$ cat config.mk
export PLATFORM = sky130hd
export DESIGN_NAME = drv_segment_scan
export DESIGN_NICKNAME = d
export VERILOG_FILES = /design/src/rtl/drv_segment_scan.sv
export SDC_FILE = /design/constraint.sdc
export NUM_CORES = 1
export LEC_CHECK = 0
export ABC_AREA = 1
export BUFFER_PORTS_ARGS = -buffer_cell sky130_fd_sc_hd__buf_2
export CAP_MARGIN = 20
export CORE_UTILIZATION = 45
export CTS_CLUSTER_SIZE = 10
export DETAILED_ROUTE_END_ITERATION = 16
export PLACE_DENSITY_LB_ADDON = 0.1
export SETUP_SLACK_MARGIN = 0.5
export SYNTH_ARGS = -nofsm -noshare
export SYNTH_HDL_FRONTEND = slang
export SYNTH_SLANG_ARGS = --single-unit
$ cat constraint.sdc
create_clock -name i_clk -period 2.8 [get_ports i_clk]
set_input_delay 0.28 -clock i_clk [delete_from_list [all_inputs] [get_ports i_clk]]
set_output_delay 0.28 -clock i_clk [all_outputs]
set_load 0.05 [all_outputs]
$ cat src/rtl/drv_segment_scan.sv
// -----------------------------------------------------------------------------
// drv_segment_scan
//   Time-multiplexed driver for a DIGITS-digit hex 7-segment display. One digit
//   is driven per slot of CLK_DIV clocks. The first DEAD clocks of every slot
//   are dark so the previous digit's segments never ghost onto the next anode.
//   Inputs are captured into a snapshot once per frame, on the frame's last
//   clock, so a frame never mixes old and new values.
//
// Ports
//   i_clk        clock
//   i_rst        synchronous reset, active-high (outputs inactive, scan restarts)
//   i_val        nibble k = i_val[4k+3:4k] is shown on digit k (digit 0 = LS)
//   i_en         per-digit enable (0 = digit dark)
//   i_dp         per-digit decimal point request
//   i_blink      per-digit blink request
//   i_lz_blank   1 = blank leading zeros (digit 0 is never blanked)
//   o_drv_sgmnt  segments a..g on bit0..bit6, polarity set by SEG_ACTIVE_LOW
//   o_drv_dp     decimal point, polarity set by SEG_ACTIVE_LOW
//   o_drv_an     digit select, at most one selected, polarity set by AN_ACTIVE_LOW
// -----------------------------------------------------------------------------
module drv_segment_scan #(
  parameter int DIGITS         = 4,
  parameter int CLK_DIV        = 50000,
  parameter int DEAD           = 16,
  parameter int BLINK_FRAMES   = 64,
  parameter bit SEG_ACTIVE_LOW = 1'b1,
  parameter bit AN_ACTIVE_LOW  = 1'b1
) (
  input  logic                  i_clk,
  input  logic                  i_rst,
  input  logic [4*DIGITS-1:0]   i_val,
  input  logic [DIGITS-1:0]     i_en,
  input  logic [DIGITS-1:0]     i_dp,
  input  logic [DIGITS-1:0]     i_blink,
  input  logic                  i_lz_blank,
  output logic [6:0]            o_drv_sgmnt,
  output logic                  o_drv_dp,
  output logic [DIGITS-1:0]     o_drv_an
);

  localparam int CNT_W = $clog2(CLK_DIV);
  localparam int IDX_W = (DIGITS > 1) ? $clog2(DIGITS) : 1;
  localparam int FRM_W = (BLINK_FRAMES > 1) ? $clog2(BLINK_FRAMES) : 1;

  localparam logic [CNT_W-1:0]  CNT_LAST = CNT_W'(CLK_DIV - 1);
  localparam logic [IDX_W-1:0]  IDX_LAST = IDX_W'(DIGITS - 1);
  localparam logic [FRM_W-1:0]  FRM_LAST = FRM_W'(BLINK_FRAMES - 1);

  localparam logic [6:0]        SEG_OFF  = SEG_ACTIVE_LOW ? 7'h7F : 7'h00;
  localparam logic              DP_OFF   = SEG_ACTIVE_LOW ? 1'b1 : 1'b0;
  localparam logic [DIGITS-1:0] AN_OFF   = AN_ACTIVE_LOW ? {DIGITS{1'b1}} : {DIGITS{1'b0}};

  // Hex glyph in active-low form (0 = segment lit), a..g on bit0..bit6.
  function automatic logic [6:0] hex_glyph(input logic [3:0] nib);
    case (nib)
      4'h0: hex_glyph = 7'b1000000;
      4'h1: hex_glyph = 7'b1111001;
      4'h2: hex_glyph = 7'b0100100;
      4'h3: hex_glyph = 7'b0110000;
      4'h4: hex_glyph = 7'b0011001;
      4'h5: hex_glyph = 7'b0010010;
      4'h6: hex_glyph = 7'b0000010;
      4'h7: hex_glyph = 7'b1111000;
      4'h8: hex_glyph = 7'b0000000;
      4'h9: hex_glyph = 7'b0010000;
      4'hA: hex_glyph = 7'b0001000;
      4'hB: hex_glyph = 7'b0000011;
      4'hC: hex_glyph = 7'b1000110;
      4'hD: hex_glyph = 7'b0100001;
      4'hE: hex_glyph = 7'b0000110;
      default: hex_glyph = 7'b0001110;
    endcase
  endfunction

  // Map an active-low segment pattern onto the board's segment polarity.
  function automatic logic [6:0] seg_polarity(input logic [6:0] seg_lo);
    seg_polarity = SEG_ACTIVE_LOW ? seg_lo : ~seg_lo;
  endfunction

  // Scan state
  logic [CNT_W-1:0]    cnt_q, cnt_d;
  logic [IDX_W-1:0]    idx_q, idx_d;
  logic [FRM_W-1:0]    frm_q, frm_d;
  logic                phase_q, phase_d;

  // Frame-coherent input snapshot
  logic [4*DIGITS-1:0] snap_val_q;
  logic [DIGITS-1:0]   snap_en_q;
  logic [DIGITS-1:0]   snap_dp_q;
  logic [DIGITS-1:0]   snap_blink_q;
  logic                snap_lz_q;

  // Registered outputs
  logic [6:0]          seg_q, seg_d;
  logic                dp_q, dp_d;
  logic [DIGITS-1:0]   an_q, an_d;

  logic                cnt_last;
  logic                frame_end;

  // ---- stage 0: prescaler, digit index, blink frame counter ----
  always_comb begin
    cnt_last  = (cnt_q == CNT_LAST);
    frame_end = cnt_last && (idx_q == IDX_LAST);
    cnt_d     = cnt_last ? '0 : cnt_q + 1'b1;
    idx_d     = idx_q;
    frm_d     = frm_q;
    phase_d   = phase_q;
    if (cnt_last) begin
      idx_d = (idx_q == IDX_LAST) ? '0 : idx_q + 1'b1;
    end
    if (frame_end) begin
      if (frm_q == FRM_LAST) begin
        frm_d   = '0;
        phase_d = ~phase_q;
      end else begin
        frm_d = frm_q + 1'b1;
      end
    end
  end

  // ---- stage 0: current digit decode from the snapshot ----
  logic [3:0]        nib_k;
  logic              en_k, dp_k, blink_k, lzb_k, nz_seen, lit;
  logic [DIGITS-1:0] sel;

  always_comb begin
    nib_k   = 4'h0;
    en_k    = 1'b0;
    dp_k    = 1'b0;
    blink_k = 1'b0;
    lzb_k   = 1'b0;
    nz_seen = 1'b0;
    // Walk from the most significant digit down: a digit is a leading zero
    // only while no nonzero nibble has been seen at or above it.
    for (int k = DIGITS - 1; k >= 0; k--) begin
      nz_seen = nz_seen | (snap_val_q[4*k +: 4] != 4'h0);
      if (int'(idx_q) == k) begin
        nib_k   = snap_val_q[4*k +: 4];
        en_k    = snap_en_q[k];
        dp_k    = snap_dp_q[k];
        blink_k = snap_blink_q[k];
        lzb_k   = snap_lz_q && (k != 0) && !nz_seen;
      end
    end

    lit = (int'(cnt_q) >= DEAD) && en_k && !(blink_k && phase_q) && !lzb_k;

    sel = '0;
    for (int k = 0; k < DIGITS; k++) begin
      sel[k] = lit && (int'(idx_q) == k);
    end

    seg_d = lit ? seg_polarity(hex_glyph(nib_k)) : SEG_OFF;
    dp_d  = (lit && dp_k) ? ~DP_OFF : DP_OFF;
    an_d  = AN_ACTIVE_LOW ? ~sel : sel;
  end

  // ---- stage 0 -> stage 1: registered state and outputs ----
  always_ff @(posedge i_clk) begin
    if (i_rst) begin
      cnt_q   <= '0;
      idx_q   <= '0;
      frm_q   <= '0;
      phase_q <= 1'b0;
      seg_q   <= SEG_OFF;
      dp_q    <= DP_OFF;
      an_q    <= AN_OFF;
    end else begin
      cnt_q   <= cnt_d;
      idx_q   <= idx_d;
      frm_q   <= frm_d;
      phase_q <= phase_d;
      seg_q   <= seg_d;
      dp_q    <= dp_d;
      an_q    <= an_d;
    end
  end

  // Snapshot tracks the inputs throughout reset so the first frame after
  // release shows current values; afterwards it only updates at frame end.
  always_ff @(posedge i_clk) begin
    if (i_rst || frame_end) begin
      snap_val_q   <= i_val;
      snap_en_q    <= i_en;
      snap_dp_q    <= i_dp;
      snap_blink_q <= i_blink;
      snap_lz_q    <= i_lz_blank;
    end
  end

  assign o_drv_sgmnt = seg_q;
  assign o_drv_dp    = dp_q;
  assign o_drv_an    = an_q;

endmodule

==> results list, run 1 <==
* Area inside the core boundary: 0.00679 mm2
- Summed over its instances, the top area cell type makes up 27.4% of the synthesized netlist area.
- Met3 capacity usage during global routing: 4.72%
* Slowest cell on crit path: dfxtp_1
* Kind of capture point of the worst setup path: flip-flop
* Gate power share: 4.2%
- The congestion estimate from routability-driven global placement came to 0.878.
- The die is 86.1 um wide.
- After detailed placement, the total cell area comes to 0.00348 mm2.
* Filler cell count in the final layout: 639
* Worst min-delay path category: in -> reg
- Data required time of the critical path: 3.03 ns
- The H-tree was split into 3 levels.
- Final period utilization: 74.5%
* Worst endpoint data arrival time: 2.32 ns
- STA classifies the critical path startpoint as a flip-flop.
* Number of design rule violations left after detail routing: 0
- In this run the static leakage power is 1.59 nW.
- Critical path's largest stage delay: 0.34 ns
* Highest net fanout along the worst path: 9
- Summed over all nets, the switching power comes to 414 uW.
* Fraction of final layout cells sized beyond drive strength 1: 17.9%
* Floorplan die height: 86.1 um
- Max rail drop VDD: 0.367 mV
* Top cells by area in the synthesized netlist: edfxtp_1 (27%), dfxtp_1 (23%), nand2_1 (12%), inv_1 (5.2%), nand3_1 (5.2%)
* Mean cell area of the mapped netlist: 8.34 um2
- Power per unit of standard cell area: 553 mW/mm2
- Remaining antenna violation count after routing: 0
- Clock sink total: 66
- The critical path is of the reg -> reg type.
* Sequential power share: 50.6%
- Once the floorplan was initialized, standard cells occupied 46.8% of the core.
* Most used cell, CP: nand2_1
- GR Util met1: 24.9%
* Post-CTS clock slew at the launch and capture registers of the worst setup and hold paths: 0.07 ns
- Broken down by cell family, the worst path's largest delay share belongs to simple AND/OR/NAND/NOR gates.
* Unrepaired setup endpoints after global routing: false
- After synthesis, flip-flops and latches occupy 50.7% of the total area.
* Signed area change from the synthesized netlist to the final layout: 17.5%
- The number of max-slew violations in the final report was 0.
- Number of DRC markers in iteration 0: 97
- Routed wire per std cell: 11.5 um
* Yosys top cell by area: edfxtp_1
- The run finished with clean final reports.
* Number of antenna violations at the first check in global routing: 0
- Total clock buffers created by CTS: 9
- Max Clock Freq: 479 MHz
- Detail Placement HPWL: 4500 um
- Pin count of the biggest net entering global routing: 31
* Fraction of power spent switching nets: 20.0%
* First-pass GRT wire length: 10200 um
- Overall die area: 0.00741 mm2
- Worst skew pair latency: 0.33 ns
- Number of buffers and inverters on the critical path: 3
- Synthesis handed over a netlist of 381 instances.
- Row generation in the floorplan step produced 30 rows.
* Max-cap violation count: 0
- Length of the first detailed-routing pass in iterations: 4
- TritonCTS built the clock tree.
* Vias in the first global route: 2322
- Aggregate routed wire length: 6130 um
* Relative contribution of the clock network to total power: 45.1%
- Setup total negative slack on the finished layout was measured at 0 ns.
* Routed vias/inst: 4.82
* Area of all placed cells without fillers: 0.00373 mm2
- The worst pin sits at a relative slew slack of 71.1%.
* Top Usage Layer GRT: met2
- After the last flow step, the layout net total stands at 474.
- The clock arrives with 0.00533 ns of skew.
- Worst-path cell chain: inv_1 -> ha_2 -> inv_4 -> nand3_1 -> nand2_1 -> nand2_1 -> nand2_1 -> nand2_1 -> inv_1 -> ha_1 -> nand2_1 -> nand3_1 -> nand2_1 -> nand2_1
* GR met2 Demand/Resource: 26.9%
* Yosys cell types: 30
- Cell at the root of the clock tree: clkbuf_8
- Aggregate global-route resource usage: 18.0%
* Total global routing overflow: 0
- Counting I/O delays and the setup requirement, the final critical path takes 2.09 ns.
* Worst Max-Slew Pin Slew: 0.433 ns
- The final hold violation count came to 0.
- Setup violations remaining at the end of the flow were counted as 0.
* Cell area after synthesis: 0.00318 mm2
- Vias: 2561
- Register bit count reported by yosys: 66
- Synthesized net count: 425
- During synthesis, Yosys emitted a total of 0 warnings.
* Clock Tree Buf Depth: 2
* Int Power: 1.65 mW
* Port-buffer cells: 42
* Number of top-level pins: 43
* Final antenna diode count: 0
sequential cells by signal (all words and copies together), names as in the netlist:
name          flops
o_drv_sgmnt       7
o_drv_dp          1
snap_blink_q      4
o_drv_an          4
snap_lz_q         1
snap_val_q       16
snap_en_q         4
phase_q           1
frm_q             6
idx_q             2
snap_dp_q         4
cnt_q            16
cell usage after synthesis:
library cell / count
buf_4: 4
nor3_1: 6
buf_2: 1
nand2_1: 103
dfxtp_1: 37
nand4_1: 8
nor3b_1: 4
o21a_1: 2
a21oi_1: 29
nor2_1: 34
or2_0: 1
a21boi_1: 1
buf_1: 1
or2_2: 2
ha_1: 13
nand2_2: 7
nor3_2: 2
edfxtp_1: 29
o21ai_1: 1
nand2_4: 1
xor2_1: 4
inv_1: 44
buf_6: 1
o21ai_0: 5
nor3_4: 1
nand3b_1: 3
nor2_4: 2
and3_1: 1
inv_4: 1
nand3_1: 33
stage by stage:
| step | cells | utilization, % | total power [mW] | hold slack, ns | worst slack [ns] |
|---|---|---|---|---|---|
| finish | 531 | 55.0 | 2.07 | 0.115 | 0.713 |
| global route | 531 | 55.0 | 2.15 | 0.0830 | 0.484 |
| CTS | 531 | 54.7 | 2.09 | 0.0951 | 0.540 |
| detailed placement | 515 | 51.3 | 1.15 | 0.458 | 0.557 |
| global placement | 515 | 51.3 | 1.15 | 0.444 | 0.677 |
| floorplan | 381 | - | 1.12 | 0.379 | 0.875 |
path summary, 6_finish.rpt:
check / start / endpoint / slack, ns / depth (start not counted)
setup reg to reg: idx_q[0] / o_drv_sgmnt[5] / 0.71 / 14
hold / removal: i_val[1] / snap_val_q[1] / 0.12 / 1
hold reg to reg: cnt_q[0] / cnt_q[0] / 0.48 / 1
setup / recovery: idx_q[0] / o_drv_sgmnt[5] / 0.71 / 14
logic make-up after synthesis:
| group | Yosys count | synth area share (%) |
|---|---|---|
| and+or+nand+nor | 208 | 29.9 |
| adders and majority gates | 13 | 5.12 |
| buffers and inverters | 52 | 6.97 |
| xor gates and xnor gates | 4 | 1.10 |
| DFF | 66 | 50.7 |
| AOI/OAI and AO/OA | 38 | 6.22 |
metal layers:
layer	wire, um	share of wire, %
met2	2680	44
met3	254	4.1
met1	3130	51
met5	0	0
met4	59	0.96
power groups by stage:
| stage | Clock (mW) | Combinational (mW) | Sequential [mW] |
|---|---|---|---|
| after floorplan | 0 | 0.0536 | 1.06 |
| after global placement | 0 | 0.0860 | 1.07 |
| after detailed placement | 0 | 0.0873 | 1.07 |
| after CTS | 0.959 | 0.0875 | 1.05 |
| after global routing | 1.00 | 0.0999 | 1.05 |
| final | 0.932 | 0.0872 | 1.05 |
repair_timing:
action,CTS,global route
hold buffers,0,0
gates resized for setup,0,5
setup endpoints to repair,0,35
setup buffers,0,0
worst register-to-register path: cells and delay by family, from the launching register on:
family        cells  cell delay, ns
fa+ha+maj         2            0.57
buf+inv           3            0.36
flops             1            0.34
simple gates      9            0.72
layout make-up:
cell class | count | area, um2 | share of cell area, %
clock inverters | 7 | 108 | 2.88
flip-flops and latches | 66 | 1610 | 43.1
multi-input cells | 263 | 1360 | 36.5
well taps | 96 | 120 | 3.22
inverters | 45 | 171 | 4.59
clock buffers | 9 | 124 | 3.32
repair buffers | 45 | 236 | 6.33
cells in the final DEF, fill, tap and decap left out, types with 2 or more instances in the layout:
| cell type | count |
|---|---|
| bufinv_16 | 3 |
| ha_2 | 2 |
| buf_4 | 2 |
| buf_2 | 42 |
| o21a_1 | 2 |
| clkinv_1 | 2 |
| nor3b_1 | 4 |
| nand3_1 | 33 |
| a21oi_1 | 29 |
| or2_2 | 2 |
| nand2_2 | 7 |
| nor2_4 | 2 |
| ha_1 | 10 |
| o21ai_0 | 5 |
| nor2_1 | 34 |
| nand3b_1 | 3 |
| clkinv_2 | 2 |
| nor3_1 | 6 |
| xor2_1 | 4 |
| nand4_1 | 8 |
| inv_1 | 44 |
| clkbuf_8 | 9 |
| edfxtp_1 | 29 |
| nor3_2 | 2 |
| dfxtp_1 | 37 |
| nand2_1 | 103 |
Note: power is estimated with default switching activity, not from simulation.
==> run 2, diff against run 1 <==
==> constraint.sdc (replaced) <==
create_clock -name i_clk -period 2 [get_ports i_clk]
set_input_delay 0.2 -clock i_clk [delete_from_list [all_inputs] [get_ports i_clk]]
set_output_delay 0.2 -clock i_clk [all_outputs]
set_load 0.05 [all_outputs]
==> run 2 against run 1 <==
Clock power is 32% higher. Power is 38% higher. Combinational power up 82%. Count of clock-buffer cells in the layout unchanged. First-iteration DRC count up 11%. Sequential power is 39% higher. Sequential share of layout area shrank 6.3 points. Critical path type unchanged. Worst hold slack lost 0.096 ns. Cell area grew 18%.
==> results list, run 2 (same netlist as run 1, synthesis figures left out) <==
* Max Clock Freq: 577 MHz (was 479 MHz)
- The number of placed cells counting well taps is 519 (was 515).
- Pin count of the biggest net entering global routing: 17 (was 31)
- Total clock buffers created by CTS: 9 (unchanged)
* Setup Viol. Count Final: 0 (unchanged)
- The count of nets left with antenna violations after detail routing is 0 (unchanged).
* Worst Max-Slew Pin Slew: 0.612 ns (was 0.433 ns)
- The total number of vias was 2735 (was 2561).
- Aggregate global-route resource usage: 20.2% (was 18.0%)
- The startpoint of the worst hold path is i_val[2] (was i_val[1]).
- The source-to-sink clock delay at the later pin of the worst-skew pair came to 0.35 ns (was 0.33 ns).
- Fin. max-slew vios: 0 (unchanged)
- The number of antenna violations at the first check in global routing is 0 (unchanged).
* Vias in the first global route: 2545 (was 2322)
- The final cycle utilization of the critical path came to 86.6% (was 74.5%).
- Overall die area: 0.00741 mm2 (unchanged)
* Leakage Power: 1.87 nW (was 1.59 nW)
* Total Negative Setup Slacks: 0 ns (unchanged)
- The worst hold path class is in -> reg (unchanged).
- The total wire length after detailed routing was 7050 um (was 6130 um).
* Top library cells by usage in the layout, fill and taps aside: nand2_1 (85), buf_2 (42), inv_1 (33) (was nand2_1 (103), inv_1 (44), buf_2 (42))
- Kind of capture point of the worst setup path: flip-flop (unchanged)
* Clock Tree Buf Depth: 2 (unchanged)
- The startpoint of the worst register-to-register path is idx_q[0] (unchanged).
* CTS Hold Bufs: 0 (unchanged)
* Worst Hold Endpoint: snap_val_q[2] (was snap_val_q[1])
* Final standard cell count with taps included and fillers excluded: 568 (was 531)
* Power per unit of standard cell area: 644 mW/mm2 (was 553 mW/mm2)
* Worst hold path cell count: 1 (unchanged)
- The critical path data required time came to 2.23 ns (was 3.03 ns).
- The register clock-pin slew on the reported worst setup and hold paths came to 0.08 ns (was 0.07 ns).
- The site row count came to 30 (unchanged).
* Max rail drop VDD: 0.428 mV (was 0.367 mV)
- Number of top-level pins: 43 (unchanged)
- The most common cell after layout, fill and taps aside is nand2_1 (unchanged).
- Relative max-transition margin: 59.2% (was 71.1%)
- The routed via count divided by cell count came to 4.82 (about the same).
* Fin. Hold Viols: 0 (unchanged)
* Clock sink total: 66 (unchanged)
- The capture instance of the worst register-to-register path is o_drv_sgmnt[1] (was o_drv_sgmnt[5]).
- The number of inserted diodes was 0 (unchanged).
* Unrepaired setup endpoints after global routing: true (was false)
* First-pass GRT wire length: 11500 um (was 10200 um)
* Skew final: 0.0139 ns (was 0.00533 ns)
- Worst reg2reg setup slack: 0.27 ns (was 0.71 ns)
* Post-layout power: 2.85 mW (was 2.07 mW)
- The worst hold slack came to 0.0189 ns (was 0.115 ns).
* Worst endpoint data arrival time: 1.96 ns (was 2.32 ns)
- Number of nets in the layout: 511 (was 474)
* Routed wire per std cell: 12.4 um (was 11.5 um)
* Area inside the core boundary: 0.00679 mm2 (unchanged)
- The y dimension of the die was 86.1 um (unchanged).
* Number of cells on the worst reg-to-reg path: 11 (was 14)
- Length of the first detailed-routing pass in iterations: 4 (unchanged)
- Fraction of final layout cells sized beyond drive strength 1: 39.4% (was 17.9%)
- The highest fanout seen on the critical path is 7 (was 9).
* Clock tree from TritonCTS: done (unchanged)
- Number of DRC markers in iteration 0: 108 (was 97)
- Run status: completed (unchanged)
- Max-cap violation count: 0 (unchanged)
- The type of the worst setup path is reg -> reg (unchanged).
- The nature of the critical path startpoint is a flip-flop (unchanged).
- # H-tree levels: 3 (unchanged)
- Total global routing overflow: 0 (unchanged)
- The count of buffers inserted at the top-level ports came to 42 (unchanged).
- The final weighted congestion of routability-driven global placement is 0.849 (was 0.878).
* Cell at the root of the clock tree: clkbuf_8 (unchanged)
* Die width: 86.1 um (unchanged)
* Detail Placement HPWL: 4500 um (about the same)
* Final critical path time including I/O delays and setup: 1.73 ns (was 2.09 ns)
- Number of design rule violations left after detail routing: 0 (unchanged)
* Initial core utilization: 46.8% (unchanged)
- The synthesis-to-layout area growth is 39.2% (was 17.5%).
run 2: worst max path at each step:
| stage | slack [ns] | end | from | cells after the start |
|---|---|---|---|---|
| final | 0.27 | o_drv_sgmnt[1] | idx_q[0] | 11 |
| after global routing | 0.18 | o_drv_sgmnt[3] | idx_q[0] | 14 |
| after CTS | 0.31 | o_drv_sgmnt[3] | idx_q[1] | 11 |
| after detailed placement | 0.16 | o_drv_sgmnt[3] | idx_q[0] | 11 |
| after global placement | 0.19 | o_drv_sgmnt[3] | idx_q[0] | 11 |
| after floorplan | 0.34 | snap_blink_q[0] | cnt_q[0] | 7 |
run 2: layer usage:
layer | wire length [um] | up-vias | GRT usage [%]
met5 | 0 | - | 0
met4 | 136 | 0 | 9.70
met3 | 217 | 10 | 4.04
met2 | 3330 | 60 | 32.8
met1 | 3370 | 1240 | 25.7
li1 | - | 1425 | -
run 2: through the flow:
stage / util (%) / area [um2] / setup WS, ns
after global placement: 53.4 / 3630 / 0.194
final: 65.1 / 4420 / 0.268
after detailed placement: 53.4 / 3630 / 0.162
after CTS: 61.8 / 4200 / 0.305
after global routing: 65.1 / 4420 / 0.179
after floorplan: - / 3310 / 0.344
run 2: area by class of cell:
cell class	instances	area (um2)
Fill cell	577	2370
Multi-Input combinational cell	265	1730
Sequential cell	66	1630
Timing Repair Buffer	80	543
Inverter	45	189
Clock buffer	9	124
Tap cell	96	120
Clock inverter	7	93.8
run 2: worst max-delay path: stages (launching register included):
cell     delay (ns)
dfxtp_4        0.37
buf_6          0.12
ha_4           0.19
a21oi_2        0.11
nand2_1        0.07
nand2_1        0.08
nand2_2        0.10
inv_4          0.09
ha_4           0.21
buf_4          0.13
nand3_2        0.06
nand3_1        0.08
run 2: repair_timing:
| action | in CTS | in global routing |
|---|---|---|
| pin swaps | 20 | 11 |
| setup endpoints to repair | 66 | 66 |
| setup buffers | 19 | 12 |
| cloned | 2 | 0 |
| gates resized for setup | 51 | 35 |
run 2: where the power goes:
group	internal [mW]	switching (mW)
clock	0.696	0.532
combinational	0.0681	0.0913
sequential	1.44	0.0184
==> run 3, diff against run 2 <==
--- a/config.mk
+++ b/config.mk
@@ -11,7 +11,7 @@
 export CORE_UTILIZATION = 45
 export CTS_CLUSTER_SIZE = 10
 export DETAILED_ROUTE_END_ITERATION = 16
-export PLACE_DENSITY_LB_ADDON = 0.1
+export PLACE_DENSITY_LB_ADDON = 0.05
 export SETUP_SLACK_MARGIN = 0.5
 export SYNTH_ARGS = -nofsm -noshare
 export SYNTH_HDL_FRONTEND = slang
==> run 3 against run 2 <==
Clock power decreased by 11%. Final cell count decreased by 1.9%. Cell area decreased by 4.5%. Count of clock-buffer cells in the layout unchanged. Worst setup slack got worse by 0.038 ns. Non-clock buffer count decreased by 12. Largest cell class unchanged.
==> results list, run 3 (same netlist as run 1, synthesis figures left out) <==
* Number of buffers and inverters on the critical path: 0 (was 3)
- Clock sink total: 66 (unchanged)
- Fraction of final layout cells sized beyond drive strength 1: 35.1% (was 39.4%)
- Run status: completed (unchanged).
- The register clock-pin slew on the reported worst setup and hold paths is 0.08 ns (about the same).
- The I/O pin total is 43 (unchanged).
- Data required time of the critical path: 2.04 ns (was 2.23 ns)
* Setup Viol. Count Final: 0 (unchanged)
- # H-tree levels: 3 (unchanged)
- The worst-path cell with the longest stage delay is dfxtp_2 (was dfxtp_4).
* Final critical path time including I/O delays and setup: 1.77 ns (was 1.73 ns)
- The detailed-placement wirelength estimate is 4540 um (was 4500 um).
- Aggregate global-route resource usage: 20.0% (was 20.2%)
- Fin. max-slew vios: 0 (unchanged)
* Number of nets in the layout: 500 (was 511)
- The sequential power share is 53.6% (was 51.3%).
- The max-capacitance violation count is 0 (unchanged).
- Critical path class: reg -> reg (unchanged)
- The fraction of power consumed by the clock network was 40.4% (was 43.1%).
* Relative max-transition margin: 41.7% (was 59.2%)
- The wire length per cell after detailed routing is 12.5 um (was 12.4 um).
- Final core utilization: 62.2% (was 65.1%)
- Area of all placed cells without fillers: 0.00423 mm2 (was 0.00442 mm2)
- The hold-fix buffer count after cts came to 0 (unchanged).
* Length of the first detailed-routing pass in iterations: 4 (unchanged)
* Pin count of the biggest net entering global routing: 17 (unchanged)
- The setup total negative slack was 0 ns (unchanged).
* Highest net fanout along the worst path: 8 (was 7)
- The root buffer selected by CTS is clkbuf_8 (unchanged).
- The internal power of the cells came to 2.09 mW (was 2.21 mW).
- The clock tree buffer depth is 2 (unchanged).
- The final hold violation count is 0 (unchanged).
- The most common cell after layout, fill and taps aside is nand2_1 (unchanged).
- Signed area change from the synthesized netlist to the final layout: 32.9% (was 39.2%)
- Routed vias/inst: 4.89 (was 4.82)
* Number of design rule violations left after detail routing: 0 (unchanged)
- The fmax came to 565 MHz (was 577 MHz).
- Filler cell count in the final layout: 589 (was 577)
* # rows: 30 (unchanged)
* Total clock buffers created by CTS: 9 (unchanged)
- The via count of the first global-routing pass is 2552 (was 2545).
- Critical path's largest stage delay: 0.35 ns (was 0.37 ns)
* Die width: 86.1 um (unchanged)
- The maximum clock skew at final layout came to 0.00816 ns (was 0.0139 ns).
- The transition at the pin with the smallest max-transition slack is 0.874 ns (was 0.612 ns).
- Crit path launch type: flip-flop (unchanged)
* First-pass GRT wire length: 11300 um (was 11500 um)
- The clock tree from TritonCTS was done (unchanged).
- The worst hold path class is in -> reg (unchanged).
* Gate power share: 6.0% (was 5.6%)
- Final standard cell count with taps included and fillers excluded: 557 (was 568)
- The critical path endpoint category is a flip-flop (unchanged).
* Number of antenna violations at the first check in global routing: 0 (unchanged)
- Worst-path cell chain: ha_4 -> nand2_4 -> nor2_4 -> nand4_1 -> nor2_2 -> nand2_4 -> nand2_8 (was buf_6 -> ha_4 -> a21oi_2 -> nand2_1 -> nand2_1 -> nand2_2 -> inv_4 -> ha_4 -> buf_4 -> nand3_2 -> nand3_1).
- Worst skew pair latency: 0.34 ns (was 0.35 ns)
- Worst endpoint data arrival time: 1.81 ns (was 1.96 ns)
- Aggregate routed wire length: 6980 um (was 7050 um)
- Unrepaired setup endpoints after global routing: true (unchanged).
* Leakage Power: 1.79 nW (was 1.87 nW)
- The maximum resistive drop on vdd came to 0.508 mV (was 0.428 mV).
- The count of buffers inserted at the top-level ports came to 42 (unchanged).
- The die area came to 0.00741 mm2 (unchanged).
- Area after DPL: 0.00361 mm2 (was 0.00363 mm2)
- Initial core utilization: 46.8% (unchanged)
- The switching component of the power came to 642 uW (about the same).
- The fraction of power spent switching nets was 23.5% (was 22.5%).
- Final antenna diode count: 0 (unchanged)
* Family with the most delay on the worst path: simple AND/OR/NAND/NOR gates (was adder cells)
- The violation count after the first detailed-routing iteration is 100 (was 108).
* Total global routing overflow: 0 (unchanged)
* Routability-driven placement congestion ratio: 0.889 (was 0.849)
- The post-route total power is 2.73 mW (was 2.85 mW).
- Remaining antenna violation count after routing: 0 (unchanged)
- Floorplan die height: 86.1 um (unchanged)
* Most used cell, CP: nand2_4
* Power per unit of standard cell area: 646 mW/mm2 (was 644 mW/mm2)
* Vias: 2726 (was 2735)
* Cell count after placement: 516 (was 519)
- The final cycle utilization of the critical path came to 88.5% (was 86.6%).
* Top library cells by usage in the layout, fill and taps aside: nand2_1 (87), buf_2 (43), inv_1 (35) (was nand2_1 (85), buf_2 (42), inv_1 (33))
- Area inside the core boundary: 0.00679 mm2 (unchanged)
==> run 3: cell types whose count changed in the layout (fill, tap and decap cells not counted), moves of 4 or more <==
| cell | previous run | this run |
|---|---|---|
| buf_4 | 30 | 20 |
| nand2_4 | 14 | 7 |
| a21oi_1 | 17 | 21 |
| nand2_2 | 12 | 16 |
==> run 3: path summary, 6_finish.rpt <==
path                            slack (ns)  cells past startpoint      start         endpoint
worst min register to register        0.48                      2   frm_q[4]         frm_q[4]
worst max-delay path                  0.23                      7   cnt_q[0]  snap_blink_q[3]
worst min-delay path                  0.03                      1  i_val[15]   snap_val_q[15]
worst max register to register        0.23                      7   cnt_q[0]  snap_blink_q[3]
==> run 3: final cells by class <==
cell class	count	area, um2	share of cell area (%)
Timing Repair Buffer	68	422	9.98
Clock inverter	7	68.8	1.63
Multi-Input combinational cell	266	1690	39.9
Sequential cell	66	1630	38.5
Inverter	45	181	4.29
Clock buffer	9	124	2.93
Tap cell	96	120	2.84
==> run 3: power by group through the flow <==
stage	logic [mW]	registers (mW)	clock network, mW
global placement	0.127	1.50	0
finish	0.164	1.46	1.10
floorplan	0.0837	1.49	0
CTS	0.153	1.46	1.14
detailed placement	0.129	1.50	0
global route	0.182	1.47	1.19
==> run 3: through the flow <==
| step | worst slack, ns | hold slack [ns] |
|---|---|---|
| global placement | 0.197 | 0.376 |
| detailed placement | 0.158 | 0.378 |
| finish | 0.230 | 0.0320 |
| floorplan | 0.344 | 0.299 |
| global route | 0.165 | 0.0108 |
| CTS | 0.294 | 0.00953 |
==> run 3: routing by layer <==
| metal | vias to the layer above | GRT usage [%] | share of wire (%) |
|---|---|---|---|
| li1 | 1407 | - | - |
| met1 | 1245 | 24.4 | 46 |
| met2 | 60 | 33.1 | 48 |
| met3 | 14 | 5.20 | 4.1 |
| met4 | 0 | 9.24 | 2.0 |
| met5 | - | 0 | 0 |
==> run 3: repair_timing <==
item	in CTS	in global routing
setup buffers	14	7
pin swaps	11	14
endpoints found under the setup margin	66	66
cloned	4	0
gates resized for setup	41	21
